File: src/rtl/scanline_pkg.sv
// Shared types and helpers for the scanline UART framer.
// Macro SCANLINE_FRAMER_CHECKSUM_EN appends an XOR checksum byte to every frame.
package scanline_pkg;

  typedef enum logic [1:0] {StIdle, StStart, StData, StStop} uart_state_e;

  localparam logic [7:0] SyncByteDefault = 8'hA5;

  // Bytes per frame: sync, address, data and the optional checksum.
  function automatic int unsigned frame_len(input int unsigned line_bits,
                                            input int unsigned addr_bytes);
    int unsigned n;
    n = 1 + addr_bytes + line_bits / 8;
`ifdef SCANLINE_FRAMER_CHECKSUM_EN
    n = n + 1;
`endif
    return n;
  endfunction

endpackage

File: src/rtl/uart_byte_tx.sv
// 8N1 (or 8N2) byte serialiser. byte_ready rises in the final stop-bit cycle so a
// waiting byte follows with no idle gap.
module uart_byte_tx import scanline_pkg::*; #(
  parameter int unsigned CLKS_PER_BIT = 1,
  parameter int unsigned STOP_BITS    = 1
) (
  input  logic       clk,
  input  logic       reset,
  input  logic [7:0] byte_data,
  input  logic       byte_valid,
  output logic       byte_ready,
  output logic       tx
);

  localparam int unsigned CntW = $clog2(CLKS_PER_BIT) + 1;
  localparam logic [CntW-1:0] CntLast = CntW'(CLKS_PER_BIT - 1);
  localparam logic [2:0] StopLast = 3'(STOP_BITS - 1);

  uart_state_e     state_q, state_d;
  logic [CntW-1:0] cnt_q, cnt_d;
  logic [2:0]      bit_q, bit_d;
  logic [7:0]      sh_q, sh_d;
  logic            tx_q, tx_d;
  logic            bit_end;

  always_comb begin
    state_d    = state_q;
    cnt_d      = cnt_q;
    bit_d      = bit_q;
    sh_d       = sh_q;
    tx_d       = tx_q;
    byte_ready = 1'b0;
    bit_end    = (cnt_q == CntLast);
    if (!bit_end) begin
      cnt_d = cnt_q + CntW'(1);
    end else begin
      cnt_d = '0;
    end
    unique case (state_q)
      StIdle: begin
        byte_ready = 1'b1;
        cnt_d      = '0;
        if (byte_valid) begin
          state_d = StStart;
          tx_d    = 1'b0;
          sh_d    = byte_data;
        end
      end
      StStart: begin
        if (bit_end) begin
          state_d = StData;
          bit_d   = '0;
          tx_d    = sh_q[0];
          sh_d    = sh_q >> 1;
        end
      end
      StData: begin
        if (bit_end) begin
          if (bit_q == 3'd7) begin
            state_d = StStop;
            bit_d   = '0;
            tx_d    = 1'b1;
          end else begin
            bit_d = bit_q + 3'd1;
            tx_d  = sh_q[0];
            sh_d  = sh_q >> 1;
          end
        end
      end
      StStop: begin
        if (bit_end) begin
          if (bit_q == StopLast) begin
            byte_ready = 1'b1;
            if (byte_valid) begin
              state_d = StStart;
              tx_d    = 1'b0;
              sh_d    = byte_data;
            end else begin
              state_d = StIdle;
            end
          end else begin
            bit_d = bit_q + 3'd1;
          end
        end
      end
      default: state_d = StIdle;
    endcase
  end

  always_ff @(posedge clk or posedge reset) begin
    if (reset) begin
      state_q <= StIdle;
      cnt_q   <= '0;
      bit_q   <= '0;
      sh_q    <= '0;
      tx_q    <= 1'b1;
    end else begin
      state_q <= state_d;
      cnt_q   <= cnt_d;
      bit_q   <= bit_d;
      sh_q    <= sh_d;
      tx_q    <= tx_d;
    end
  end

  assign tx = tx_q;

endmodule

File: src/rtl/scanline_uart_framer.sv
// Frames one scanline (sync, address LS byte first, data LS byte first) onto a UART line.
// Macro SCANLINE_FRAMER_CHECKSUM_EN appends the XOR of all address and data bytes.
module scanline_uart_framer import scanline_pkg::*; #(
  parameter int unsigned LINE_BITS    = 160,
  parameter int unsigned ADDR_BYTES   = 1,
  parameter int unsigned CLKS_PER_BIT = 1,
  parameter int unsigned STOP_BITS    = 1,
  parameter logic [7:0]  SYNC_BYTE    = SyncByteDefault
) (
  input  logic                    clk,
  input  logic                    reset,
  input  logic                    sl_valid,
  input  logic [LINE_BITS-1:0]    sl_data,
  input  logic [8*ADDR_BYTES-1:0] sl_addr,
  output logic                    sl_ready,
  output logic                    uart_tx,
  output logic                    busy
);

  localparam int unsigned NumBytes = frame_len(LINE_BITS, ADDR_BYTES);
  localparam int unsigned IdxW = $clog2(NumBytes) + 1;
  localparam int unsigned PayW = 8 * ADDR_BYTES + LINE_BITS;
  localparam logic [IdxW-1:0] IdxEnd = IdxW'(NumBytes);

  logic            busy_q, busy_d;
  logic [IdxW-1:0] idx_q, idx_d;
  logic [PayW-1:0] pay_q, pay_d;
  logic            accept, byte_valid, byte_ready, byte_fire, frame_done;
  logic [7:0]      byte_data;
`ifdef SCANLINE_FRAMER_CHECKSUM_EN
  localparam logic [IdxW-1:0] IdxCsum = IdxW'(NumBytes - 1);
  logic [7:0] csum_q, csum_d;
`endif

  always_comb begin
    // The sync byte is offered straight from the accept so its start bit follows at once.
    accept     = ~busy_q & sl_valid;
    byte_valid = busy_q ? (idx_q != IdxEnd) : sl_valid;
    byte_data  = busy_q ? pay_q[7:0] : SYNC_BYTE;
`ifdef SCANLINE_FRAMER_CHECKSUM_EN
    if (busy_q && idx_q == IdxCsum) byte_data = csum_q;
`endif
    byte_fire  = busy_q & byte_valid & byte_ready;
    frame_done = busy_q & (idx_q == IdxEnd) & byte_ready;
    busy_d = busy_q;
    idx_d  = idx_q;
    pay_d  = pay_q;
`ifdef SCANLINE_FRAMER_CHECKSUM_EN
    csum_d = csum_q;
`endif
    if (accept) begin
      busy_d = 1'b1;
      idx_d  = IdxW'(1);
      pay_d  = {sl_data, sl_addr};
`ifdef SCANLINE_FRAMER_CHECKSUM_EN
      csum_d = '0;
`endif
    end else if (byte_fire) begin
      idx_d = idx_q + IdxW'(1);
      pay_d = pay_q >> 8;
`ifdef SCANLINE_FRAMER_CHECKSUM_EN
      csum_d = csum_q ^ pay_q[7:0];
`endif
    end else if (frame_done) begin
      busy_d = 1'b0;
      idx_d  = '0;
    end
  end

  always_ff @(posedge clk or posedge reset) begin
    if (reset) begin
      busy_q <= 1'b0;
      idx_q  <= '0;
      pay_q  <= '0;
`ifdef SCANLINE_FRAMER_CHECKSUM_EN
      csum_q <= '0;
`endif
    end else begin
      busy_q <= busy_d;
      idx_q  <= idx_d;
      pay_q  <= pay_d;
`ifdef SCANLINE_FRAMER_CHECKSUM_EN
      csum_q <= csum_d;
`endif
    end
  end

  uart_byte_tx #(
    .CLKS_PER_BIT(CLKS_PER_BIT),
    .STOP_BITS   (STOP_BITS)
  ) u_byte_tx (
    .clk       (clk),
    .reset     (reset),
    .byte_data (byte_data),
    .byte_valid(byte_valid),
    .byte_ready(byte_ready),
    .tx        (uart_tx)
  );

  assign sl_ready = ~busy_q;
  assign busy     = busy_q;

endmodule

File: config.mk
export PLATFORM = sky130hd
export DESIGN_NAME = scanline_uart_framer
export DESIGN_NICKNAME = d
export VERILOG_FILES = /design/src/rtl/scanline_pkg.sv /design/src/rtl/uart_byte_tx.sv /design/src/rtl/scanline_uart_framer.sv
export SDC_FILE = /design/constraint.sdc
export NUM_CORES = 1
export LEC_CHECK = 0
export ABC_AREA = 1
export BUFFER_PORTS_ARGS = -buffer_cell sky130_fd_sc_hd__buf_2
export CORE_AREA = 3 3 146 148
export CTS_CLUSTER_SIZE = 12
export DETAILED_ROUTE_END_ITERATION = 6
export DIE_AREA = 0 0 149 151
export PLACE_DENSITY = 0.7
export SETUP_SLACK_MARGIN = 0.02
export SLEW_MARGIN = 30
export SYNTH_ARGS = -nofsm -noshare
export SYNTH_HDL_FRONTEND = slang
export SYNTH_HIERARCHICAL = 1
export SYNTH_SLANG_ARGS = --single-unit
File: constraint.sdc
create_clock -name clk -period 14 [get_ports clk]
set_input_delay 1.4 -clock clk [delete_from_list [all_inputs] [get_ports clk]]
set_output_delay 1.4 -clock clk [all_outputs]
set_load 0.05 [all_outputs]
Word-level counts from Yosys, hierarchy flattened
Cells that the tools add are included.
Widths: inputs -> output; s select.
Operators by class
  add/subtract/negate cells: 3
  equal/unequal tests: 15
  muxes and demuxes: 43
  bitwise gates (word level): 6
  reduce and logical (&&, ||, !) cells: 11
Operators with widths (count)
  $mux 168: 2
  $mux 8: 7
  $pmux 8 s4: 1
  $mux 6: 3
  $mux 1: 15
  $mux 3: 5
  $ne 2x2->1 const B: 7
  $mux 2: 6
  $reduce_and 5->1: 2
  $pmux 3 s3: 1
  $pmux 2 s4: 1
  $add 6x1->6 const B: 1
  $eq 6x5->1 const B: 1
  $ne 6x5->1 const B: 1
  $reduce_and 6->1: 1
  $reduce_bool 3->1: 2
  $and 1x1->1: 5
  $eq 2x2->1 const B: 2
  $ne 2x1->1 const B: 2
  $pmux 1 s4: 1
  $reduce_and 4->1: 1
  $reduce_bool 2->1: 2
  $add 3x1->3 const B: 1
  $eq 3x3->1 const B: 1
  other kinds (7): 7
Storage, ports and cells
  flip-flop bits (word level): 190
  input port bits: 171
  word-level logic and storage cells: 86

Logic depth before layout (Yosys ltp)
  depth in word-level cells: 8
  gate-level depth with buffers: 13
  gate-level depth less buffers: 13

Cells and area by module
Netlist, hierarchy kept.
Modules (own cells, without submodules)
  scanline_uart_framer: instances 1, cells each 1312, area each 9120.0 um^2
  uart_byte_tx: instances 1, cells each 127, area each 929.6 um^2

Worst setup path after synthesis
Ideal clock, no wire load.
  path type: input to register
  start: in sl_valid
  end: reg u_byte_tx.sh_q[0]
  data arrival time: 2.341 ns
  required time: 13.884 ns
  path slack: 11.542 ns
  cell stages on the path: 9
  cell sequence: nand2_4 buf_2 buf_2 nand2_1 nor2_4 nor2_8 nand2_4 nand2_1 nand2_1
Between the ends
  longest elaborated chain between the ends: 5
Ends and longest elaborated chain
  start, declared: RTL line scanline_uart_framer.sv:12  | input logic sl_valid,
  $mux 1 *: RTL line scanline_uart_framer.sv:38  | byte_valid = busy_q ? (idx_q != IdxEnd) : sl_valid;
  via byte_valid: RTL line scanline_uart_framer.sv:28  | logic accept, byte_valid, byte_ready, byte_fire, frame_done;
  $mux 8 *
  $mux 8 (2 in series)
  $pmux 8 s4 *
  end signal, assigned: RTL line uart_byte_tx.sv:95  | sh_q <= '0;
  end signal, assigned: RTL line uart_byte_tx.sv:101  | sh_q <= sh_d;
  end, declared: RTL line uart_byte_tx.sv:22  | logic [7:0] sh_q, sh_d;
Mark *: on every way through the listed nets, which the timed path passes. The rest lies on a longest branch. The select of a mux whose other input is x is not followed.
A chain may end at the register's enable or synchronous reset.

Worst setup path in the final report
  start: in sl_valid
  end: reg pay_q[7]
Between the ends
  longest elaborated chain between the ends: 4
Ends and longest elaborated chain
  $mux 1: RTL line scanline_uart_framer.sv:38
  $and 1x1->1 (2 in series): RTL line scanline_uart_framer.sv:43  | byte_fire = busy_q & byte_valid & byte_ready;
  $reduce_bool 2->1 (no line)
  end signal, assigned: RTL line scanline_uart_framer.sv:81  | pay_q <= pay_d;
  end, declared: RTL line scanline_uart_framer.sv:27  | logic [PayW-1:0] pay_q, pay_d;
Several ways; a longest one is shown, not always the timed one.

==> reports/metrics.yaml <==
post_drt_via_cell_ratio: 4.96
synth_nets: 1620
synth_adder_area_share: 0.0125
wl_per_cell_um: 13.0
finalHoldViolations: 0
drv_slew: 0
cts_setup_buffers: 0
required_ps: 14310
path_max_fanout: 138
finalClockSkew_ps: 15.0
die_w_um: 149
cp_slowest_cell: "buf_4"
cpPeakStageDelay_ps: 760
synth_top_area_cell: "dfrtp_1"
cts_tree: "built"
synth_mux_area_frac: 0
period_minus_slack_ps: 4150
synth_top_family_by_area: "simple AND/OR/NAND/NOR gates"
std_cell_rows: 52
dr.first_iter.drc_count: 562
numCtsBuffers: 17
synth_async_sr_flop_share: 1.00
rr_endpoint: "pay_q[4]"
fin_setup_tns_ps: 0
reg2reg_from: "u_byte_tx/state_q[0]"
clkTransAtPathRegs_ps: 70
grt_overflow_total: 0
synth_most_common_cell: "nand2_1"
io_buffers: 173
pin_count: 174
final_layout_size_suffix_gt1_frac: 0.150
powerDensity_mw_per_mm2: 94.5
synth_edf_count: 0
syn_avg_cell_area_um2: 6.98
start_util: 0.498
yosysTopAreaCellShare: 0.468
antenna_found_initial: 2
grt_pass1_vias: 8225
synth_seq_cells: 189
p_total_uw: 1080
fin_crit_sh: 0.296
clock_sinks: 189
synth_common_cells: "883 x nand2_1, 188 x dfrtp_1, 186 x nand3_1"
finalSetupViolCount: 0
place.gp.congestion: 0.834
register_area_mm2: 0.00473
cts_resized: 0
clockBufferDepth: 2
die_h_um: 151
synth_compound_area_frac: 0.0116
grt_usage: 0.212
worst_pin_slew_ps: 937
clock_latency_ps: 430
synth-simple-area-share: 0.435
htree_levels: 4
insertedDiodeCount: 0
vias: 9068
yosysWarningCount: 6
synthFlopType: "dfrtp_1"
coreArea_mm2: 0.0202
syn_area_mm2: 0.0100
hold_slack_ps: 464
routed_wl_mm: 23.8
root_buffer: "clkbuf_16"
synth_cell_types: 26
dieArea_mm2: 0.0225
timing_worst_setup_path_type: "in -> reg"
grt_start_max_net_pins: 139
fill_cells: 1960
cts_hold_buf: 0
maxCapViolations: 0
rrSetupSlack_ps: 9940
status: "complete, no violations"
multi_input_area_mm2: 0.00465
postRouteAntennaNets: 0
postSynthCellCount: 1439
synthToLayoutAreaGrowth_pct: 13.6
peakVddDrop_mv: 0.0701
fmax_mhz: 241
synth_xor_area_frac: 0.000872
netlist_top_cells_area: "dfrtp_1 47%, nand2_1 33%, nand3_1 9.3%, buf_2 3.7%, buf_6 1.3%"
crit_chain: "buf_2 -> nand2_8 -> buf_4 -> nand2_4 -> buf_4 -> nand2_1 -> nand2_1"
first_pass_iters: 5
start_kind: "primary input"
dp_hpwl_mm: 15.0
reg2reg_depth: 10
drcViolationCount: 0
grt_pass1_wl_mm: 39.6
cp_data_arrival_time_ps: 4460
crit_path_end: "pay_q[7]"
hold_class: "reg -> reg"
grt_setup_unrepaired: "no"
seq_area_frac_synth: 0.471
p_leak_uw: 0.00687
relSlewSlack: 0.375
finish.net_count: 1726
critPathCaptureType: "flop"
critical_path.startpoint: "sl_valid"
[kinds of logic (layout without fill, tap and decap cells)]
group	count (synthesis)	count (layout)
and+or+nand+nor	1087	1087
DFF	189	189
buffers and inverters	130	249
AOI/OAI and AO/OA	22	22
adders and majority gates	10	10
xor gates and xnor gates	1	1
[critical path, delay by kind of cell]
kind	cells	cell delay, ps
AND/OR/NAND/NOR	4	1400
buffers and inverters	3	1490
[per-layer routing]
metal,vias to the layer above,global-route usage,part of all wire
met5,-,0,0.0011
met4,4,0.0513,0.0085
met3,18,0.0371,0.055
met2,234,0.325,0.47
met1,4153,0.314,0.47
li1,4659,-,-
[where the power goes]
| part | switching, uW | internal [uW] | total (uW) | leakage, uW |
|---|---|---|---|---|
| combinational | 20.1 | 16.9 | 37.0 | 0.00397 |
| clock | 217 | 280 | 496 | 0.000297 |
| sequential | 0 | 546 | 546 | 0.00261 |
[flip-flops by register name (all words and copies together), names as in the netlist]
register           count
pay_q                168
u_byte_tx/sh_q         8
idx_q                  6
u_byte_tx/bit_q        3
u_byte_tx/state_q      2
busy                   1
u_byte_tx/tx           1
[how the worst min path moves through the flow]
stage / cells after the start / end / startpoint
after floorplan: 2 / u_byte_tx/sh_q[1] / u_byte_tx/sh_q[1]
after global placement: 2 / u_byte_tx/tx / u_byte_tx/tx
after detailed placement: 2 / u_byte_tx/sh_q[1] / u_byte_tx/sh_q[1]
after CTS: 2 / u_byte_tx/tx / u_byte_tx/tx
after global routing: 2 / u_byte_tx/tx / u_byte_tx/tx
final: 2 / u_byte_tx/tx / u_byte_tx/tx
[final cells by class]
| cell class | instances | share of cell area |
|---|---|---|
| Tap cell | 270 | 0.0296 |
| Inverter | 36 | 0.0125 |
| Clock inverter | 12 | 0.0118 |
| Multi-Input combinational cell | 1120 | 0.407 |
| Sequential cell | 189 | 0.415 |
| Clock buffer | 20 | 0.0409 |
| Timing Repair Buffer | 181 | 0.0835 |
[placed cells by master (no fill, tap or decap), drive strengths merged, types with 4 or more instances in the layout]
cell	netlist	final
or2	4	4
nand3	186	186
clkbuf	1	20
nor2	8	8
ha	10	10
o21ai	14	14
clkinv	2	8
dfrtp	188	188
nand2	887	887
inv	34	37
buf	93	181
a21oi	4	4
[metrics by stage]
| step | utilization | worst slack (ps) | instances | cell area (um^2) |
|---|---|---|---|---|
| after floorplan | - | 7850 | 1439 | 10000 |
| after global placement | 0.534 | 9440 | 1795 | 10800 |
| after detailed placement | 0.534 | 9440 | 1795 | 10800 |
| after CTS | 0.564 | 9890 | 1827 | 11400 |
| after global routing | 0.566 | 9560 | 1828 | 11400 |
| final | 0.566 | 9850 | 1828 | 11400 |
Power figures use the tool's default switching activity.
